$ cat src/rtl/draw_image.sv
// Image ROM reader and sprite overlay for the VGA stream; 3-clock aligned pipeline.
// Optional colour-key transparency: define DRAW_IMAGE_TRANSPARENCY_EN.
module draw_image #(
    parameter int          IMG_WIDTH  = 128,
    parameter int          IMG_HEIGHT = 128,
    parameter int          ADDR_WIDTH = 14,
    parameter logic [11:0] KEY_COLOUR = 12'h000
) (
    input  logic                  clk,
    input  logic                  rst_n,
    input  logic [11:0]           hcount_in,
    input  logic [11:0]           vcount_in,
    input  logic                  hsync_in,
    input  logic                  vsync_in,
    input  logic                  hblnk_in,
    input  logic                  vblnk_in,
    input  logic [11:0]           rgb_in,
    input  logic [11:0]           xpos,
    input  logic [11:0]           ypos,
    input  logic [11:0]           pixel_data,
    output logic [ADDR_WIDTH-1:0] address,
    output logic [11:0]           hcount_out,
    output logic [11:0]           vcount_out,
    output logic                  hsync_out,
    output logic                  vsync_out,
    output logic                  hblnk_out,
    output logic                  vblnk_out,
    output logic [11:0]           rgb_out
);

`ifdef DRAW_IMAGE_TRANSPARENCY_EN
    localparam logic KEY_EN = 1'b1;
`else
    localparam logic KEY_EN = 1'b0;
`endif

    typedef struct packed {
        logic [11:0] hcount;
        logic [11:0] vcount;
        logic        hsync;
        logic        vsync;
        logic        hblnk;
        logic        vblnk;
        logic [11:0] rgb;
        logic        in_win;
    } px_t;

    logic [11:0]           xl, yl;
    logic                  vblnk_prev;
    logic [11:0]           dx, dy;
    logic                  in_win_c;
    logic [ADDR_WIDTH-1:0] addr_c;
    px_t                   pix_p1, pix_p2;

    function automatic logic [11:0] composite(input logic draw, input logic [11:0] pix,
                                              input logic [11:0] bg);
        if (draw && !(KEY_EN && pix == KEY_COLOUR))
            return pix;
        return bg;
    endfunction

    // Window test in 13 bits so a sprite near the right/bottom limit never wraps to 0.
    always_comb begin
        dx       = hcount_in - xl;
        dy       = vcount_in - yl;
        in_win_c = ({1'b0, hcount_in} >= {1'b0, xl}) &&
                   ({1'b0, hcount_in} <  ({1'b0, xl} + 13'(IMG_WIDTH))) &&
                   ({1'b0, vcount_in} >= {1'b0, yl}) &&
                   ({1'b0, vcount_in} <  ({1'b0, yl} + 13'(IMG_HEIGHT)));
        addr_c   = in_win_c ? ADDR_WIDTH'(32'(dy) * 32'(IMG_WIDTH) + 32'(dx)) : '0;
    end

    always_ff @(posedge clk or negedge rst_n) begin
        if (!rst_n) begin
            xl         <= '0;
            yl         <= '0;
            vblnk_prev <= 1'b0;
            pix_p1     <= '0;
            pix_p2     <= '0;
            address    <= '0;
            hcount_out <= '0;
            vcount_out <= '0;
            hsync_out  <= 1'b0;
            vsync_out  <= 1'b0;
            hblnk_out  <= 1'b0;
            vblnk_out  <= 1'b0;
            rgb_out    <= '0;
        end else begin
            // Position only moves at the start of vblank, so a frame never tears.
            vblnk_prev <= vblnk_in;
            if (vblnk_in && !vblnk_prev) begin
                xl <= xpos;
                yl <= ypos;
            end

            // Stage 1: ROM address issued, stream delayed once
            address       <= addr_c;
            pix_p1.hcount <= hcount_in;
            pix_p1.vcount <= vcount_in;
            pix_p1.hsync  <= hsync_in;
            pix_p1.vsync  <= vsync_in;
            pix_p1.hblnk  <= hblnk_in;
            pix_p1.vblnk  <= vblnk_in;
            pix_p1.rgb    <= rgb_in;
            pix_p1.in_win <= in_win_c;

            // Stage 2: ROM read in flight
            pix_p2 <= pix_p1;

            // Stage 3: overlay ROM colour onto background
            hcount_out <= pix_p2.hcount;
            vcount_out <= pix_p2.vcount;
            hsync_out  <= pix_p2.hsync;
            vsync_out  <= pix_p2.vsync;
            hblnk_out  <= pix_p2.hblnk;
            vblnk_out  <= pix_p2.vblnk;
            rgb_out    <= composite(pix_p2.in_win && !pix_p2.hblnk && !pix_p2.vblnk,
                                    pixel_data, pix_p2.rgb);
        end
    end

endmodule
$ cat config.mk
export PLATFORM = sky130hd
export DESIGN_NAME = draw_image
export DESIGN_NICKNAME = d
export VERILOG_FILES = /design/src/rtl/draw_image.sv
export SDC_FILE = /design/constraint.sdc
export NUM_CORES = 1
export LEC_CHECK = 0
export BUFFER_PORTS_ARGS = -buffer_cell sky130_fd_sc_hd__buf_2
export CELL_PAD_IN_SITES_DETAIL_PLACEMENT = 0
export CELL_PAD_IN_SITES_GLOBAL_PLACEMENT = 1
export CORE_MARGIN = 2
export CORE_UTILIZATION = 43
export CTS_BUF_LIST = sky130_fd_sc_hd__clkbuf_16
export CTS_CLUSTER_DIAMETER = 150
export DETAILED_ROUTE_END_ITERATION = 8
export GPL_TIMING_DRIVEN = 0
export PLACE_DENSITY = 0.88
export SLEW_MARGIN = 20
export SYNTH_ARGS = -nofsm -noshare
export SYNTH_HDL_FRONTEND = slang
export SYNTH_SLANG_ARGS = --single-unit
$ cat constraint.sdc
create_clock -name clk -period 3.47 [get_ports clk]
set_clock_uncertainty 0.15 [all_clocks]
set_input_delay 0 -clock clk [delete_from_list [all_inputs] [get_ports clk]]
set_output_delay 0 -clock clk [all_outputs]
set_load 0.02 [all_outputs]
==> summary.md <==
| Metric | Value |
|---|---|
| Kind of capture point of the worst setup path | `register` |
| Overflow left after global routing | `0` |
| Post-synthesis mux area share | `0.0262` |
| Max Freq | `0.298 GHz` |
| Non-filler instance count after layout | `880` |
| CP max stage delay | `390 ps` |
| Number of antenna repair diodes | `0` |
| Crit path DAT | `roughly 3500 ps` |
| Worst min path class | `in -> reg` |
| Combinational share of power | `0.209` |
| Post-synthesis sequential element count | `160` |
| Compound-cell area share of the yosys netlist | `0.0821` |
| Number of library cell types mapped by synthesis | `45` |
| Leakage | `4.08 nW` |
| Clock input transition at the sequential cells of the worst setup and hold paths | `60 ps` |
| Post-route minimum period | `3350 ps` |
| Via/cell ratio | `4.86` |
| CTS tree | `done` |
| Buffer cell driving the clock tree root | `sky130_fd_sc_hd__clkbuf_16` |
| Area of placed instances | `around 6900 µm²` |
| Ports placed on the boundary | `132` |
| Net switching power of the design | `1.42 mW` |
| Routed wirelength normalized by instance count | `15.7 µm` |
| Clock buffers created by TritonCTS | `17` |
| Critical-path cell list | `inv_2 -> ha_1 -> nor2b_2 -> o21ai_2 -> a21oi_2 -> o21ai_2 -> nand2_2 -> nand2_2 -> xnor2_2 -> ha_2 -> inv_1 -> fa_1 -> nor2b_2 -> o21ai_1 -> nand2b_1 -> a21oi_1 -> nor2b_1 -> xnor2_1 -> nor2_1` |
| Net count after synthesis | `between 500 and 600` |
| Synth Area in XOR/XNOR | `0.0321` |
| Starting density of the core | `0.436` |
| Internal Power | `3.41 mW` |
| Synth Area per Inst | `about 13 µm²` |
| Global-route wire length before repair | `21400 µm` |
| Sum of routed wire length over all layers | `about 14000 µm` |
| Total GRT Usage | `0.192` |
| Fraction of layout instances using a drive strength above 1 | `0.300` |
| Post-route DRC violation count | `0` |
| Finish-stage setup viols | `0` |
| Final Hold Viols | `0` |
| Sum Neg Setup Slack | `0 ps` |
| Ratio of final minimum period to clock period | `0.966` |
| Layout net count | `roughly 800` |
| Slew Viols, Final | `0` |
| Pin count of the biggest net entering global routing | `109` |
| Fraction of power consumed by sequential logic | `0.422` |
| Vias in the first global route | `4402` |
| Clock power frac | `0.369` |
| Vias | `around 4300` |
| Largest fanout on the critical path | `3` |
| Vert. Die Dim | `122 µm` |
| Data required, critical path | `~3600 ps` |
| Largest buffer count on any clock path | `2` |
| Layout area overhead | `39.8%` |
| Peak supply drop | `0.368 mV` |
| Wire length on met3 | `808 µm` |
| Weighted congestion reported at the end of routability-driven placement | `0.812` |
| Sink Count | `160` |
| Number of levels in the clock H-tree | `4` |
| Met1 routed wirelength after detailed routing | `5730 µm` |
| Max stage delay cell, worst path | `sky130_fd_sc_hd__fa_1` |
| Post-route standard cell area excluding fillers | `approximately 8400 µm²` |
| Count of placed standard cells including taps | `about 760` |
| Number of antenna violations at the first check in global routing | `0` |
| Synthesized cell area | `6010 µm²` |
| Number of port buffers | `131` |
| Sequential-to-total area share from yosys stat | `0.667` |
| Die boundary width | `122 µm` |
| Predominant post-synthesis flop cell | `sky130_fd_sc_hd__dfrtp_1` |
| Number of search-and-repair iterations in the first detailed-routing pass | `4` |
| Maximum capacitance violations | `0` |
| Switching part of the total | `0.293` |
| Worst slew margin | `0.542` |
| Synth warn | `0` |
| Detailed placement HPWL | `8800 µm` |
| Cell type contributing the most total cell area after synthesis | `sky130_fd_sc_hd__dfrtp_1` |
| Synth Area in Simple Gates | `0.0664` |
| Type of element launching the critical path | `register` |
| Skew-Pair Late Insertion Delay | `430 ps` |
| Post-synthesis async set-or-reset flop share | `1.00` |
| CP Class | `reg -> reg` |
| Actual slew at the worst max-slew pin | `670 ps` |
| Yosys top cell area share | `0.667` |
| Count of flip-flops with a built-in enable after synthesis | `0` |
| Top layer in use | `met4` |
| Synthesized instance count | `around 450` |
| Share of synthesized cell area in full adder, half adder and majority cells | `0.0954` |
| Die Outline Area | `14900 µm²` |
| Detail Route Antenna Nets | `0` |
| Largest family of logic cells by synthesized area | `adder cells` |
| Top cells by area in the synthesized netlist | `sky130_fd_sc_hd__dfrtp_1 (67%), sky130_fd_sc_hd__ha_1 (8.5%), sky130_fd_sc_hd__xnor2_1 (2.8%)` |
| Total number of placement rows | `43` |
| Violation count after the first detailed-route iteration | `201` |
| Core Area | `roughly 14000 µm²` |
| Pwr/cell area | `between 500 and 600 nW/µm²` |
| Met2 wire length | `~7000 µm` |
| Run status | `completed` |
[cell families after synthesis]
group | count (synthesis)
DFF | 160
muxes | 14
AOI/OAI and AO/OA | 82
buffers and inverters | 48
adders and majority gates | 44
xor gates and xnor gates | 22
and+or+nand+nor | 82
[layout make-up]
cell class | instances | area, µm²
flip-flops and latches | 160 | 4000
clock inverters | 15 | 144
plain buffers | 7 | 33.8
well taps | 180 | 225
fillers | 1095 | 5380
inverters | 41 | 154
multi-input cells | 244 | 1870
repair buffers | 216 | 1540
clock buffers | 17 | 425
[stage by stage]
step	utilization	power (mW)	hold WS, ps	setup slack, ps
after global routing	0.610	5.07	61.5	-93.6
final	0.610	4.83	67.2	119
after CTS	0.603	4.79	50.7	25.1
after floorplan	-	2.65	-446	406
after global placement	0.500	2.89	-42.1	36.3
after detailed placement	0.503	2.93	-214	-125
[worst max-delay path, delay by kind of cell, from the launching register on]
kind	cells	cell delay, ps
xor gates and xnor gates	2	260
AOI/OAI and AO/OA	5	660
and+or+nand+nor	7	840
adders and majority gates	3	840
buffers and inverters	2	130
DFF	1	370
[placed cells by master (no fill, tap or decap), types with 3 or more instances in the layout]
cell type	n
sky130_fd_sc_hd__nand3_1	8
sky130_fd_sc_hd__buf_4	5
sky130_fd_sc_hd__mux2_2	14
sky130_fd_sc_hd__nand4_1	3
sky130_fd_sc_hd__o21ai_0	30
sky130_fd_sc_hd__buf_2	130
sky130_fd_sc_hd__inv_1	40
sky130_fd_sc_hd__inv_6	6
sky130_fd_sc_hd__dlygate4sd3_1	78
sky130_fd_sc_hd__xnor2_1	17
sky130_fd_sc_hd__xor2_1	3
sky130_fd_sc_hd__clkbuf_1	6
sky130_fd_sc_hd__nor3_1	4
sky130_fd_sc_hd__clkbuf_16	17
sky130_fd_sc_hd__o21ai_2	3
sky130_fd_sc_hd__nor2_1	17
sky130_fd_sc_hd__a21oi_1	19
sky130_fd_sc_hd__nand2_1	28
sky130_fd_sc_hd__a21o_1	9
sky130_fd_sc_hd__a21oi_2	3
sky130_fd_sc_hd__nor2b_1	4
sky130_fd_sc_hd__dfrtp_1	160
sky130_fd_sc_hd__ha_1	39
[power by group through the flow]
stage          Combinational [mW]  Sequential, mW  Clock (mW)
3_3_place_gp                0.827            2.06           0
2_1_floorplan               0.540            2.11           0
6_report                     1.01            2.04        1.78
5_1_grt                      1.12            2.05        1.90
3_5_place_dp                0.863            2.07           0
4_1_cts                     0.946            2.04        1.81
[registers in the layout, indices dropped and copies added (netlist names)]
signal and count:
vblnk_out 1, rgb_out 12, hsync_out 1, address 14, vcount_out 12, pix_p1 41
vsync_out 1, yl 12, hcount_out 12, xl 12, hblnk_out 1, pix_p2 41
[layer usage]
layer,GRT usage,vias up
li1,-,2003
met1,0.234,2125
met3,0.0576,23
met2,0.323,125
met5,0,-
met4,0.0726,0
[Yosys cell counts (2+ instances only)]
cell type,instances
sky130_fd_sc_hd__ha_1,41
sky130_fd_sc_hd__clkbuf_1,6
sky130_fd_sc_hd__nor2_1,17
sky130_fd_sc_hd__mux2_2,14
sky130_fd_sc_hd__or2_2,2
sky130_fd_sc_hd__a21o_1,9
sky130_fd_sc_hd__nor4_1,2
sky130_fd_sc_hd__dfrtp_1,160
sky130_fd_sc_hd__o21ai_0,33
sky130_fd_sc_hd__inv_1,41
sky130_fd_sc_hd__nor2b_1,6
sky130_fd_sc_hd__xnor2_1,19
sky130_fd_sc_hd__a31oi_1,2
sky130_fd_sc_hd__a211oi_1,2
sky130_fd_sc_hd__fa_1,3
sky130_fd_sc_hd__a21oi_1,22
sky130_fd_sc_hd__nand4_1,3
sky130_fd_sc_hd__xor2_1,3
sky130_fd_sc_hd__nand2_1,30
sky130_fd_sc_hd__nand3_1,8
sky130_fd_sc_hd__a21o_2,2
sky130_fd_sc_hd__nor3_1,4
[what timing repair did]
action / 4_1_cts / 5_1_grt
gates resized for setup: 2 / 17
hold buffers: 79 / 0
buffers inserted: 0 / 5
pin swaps: 0 / 7
hold endpoints to repair: 242 / 0
endpoints found under the setup margin: 1 / 3
[final timing paths]
path | start | end | slack, ps | cells after the start
max | xl[1] | address[13] | 120 | 19
min reg2reg | pix_p2[17] | vcount_out[0] | 190 | 0
min | hsync_in | pix_p1[16] | 70 | 2
min in group asynchronous | rst_n | pix_p2[15] | 520 | 4
max in group asynchronous | rst_n | address[13] | 2160 | 4
max reg2reg | xl[1] | address[13] | 120 | 19
Note: power is estimated with default switching activity, not from simulation.
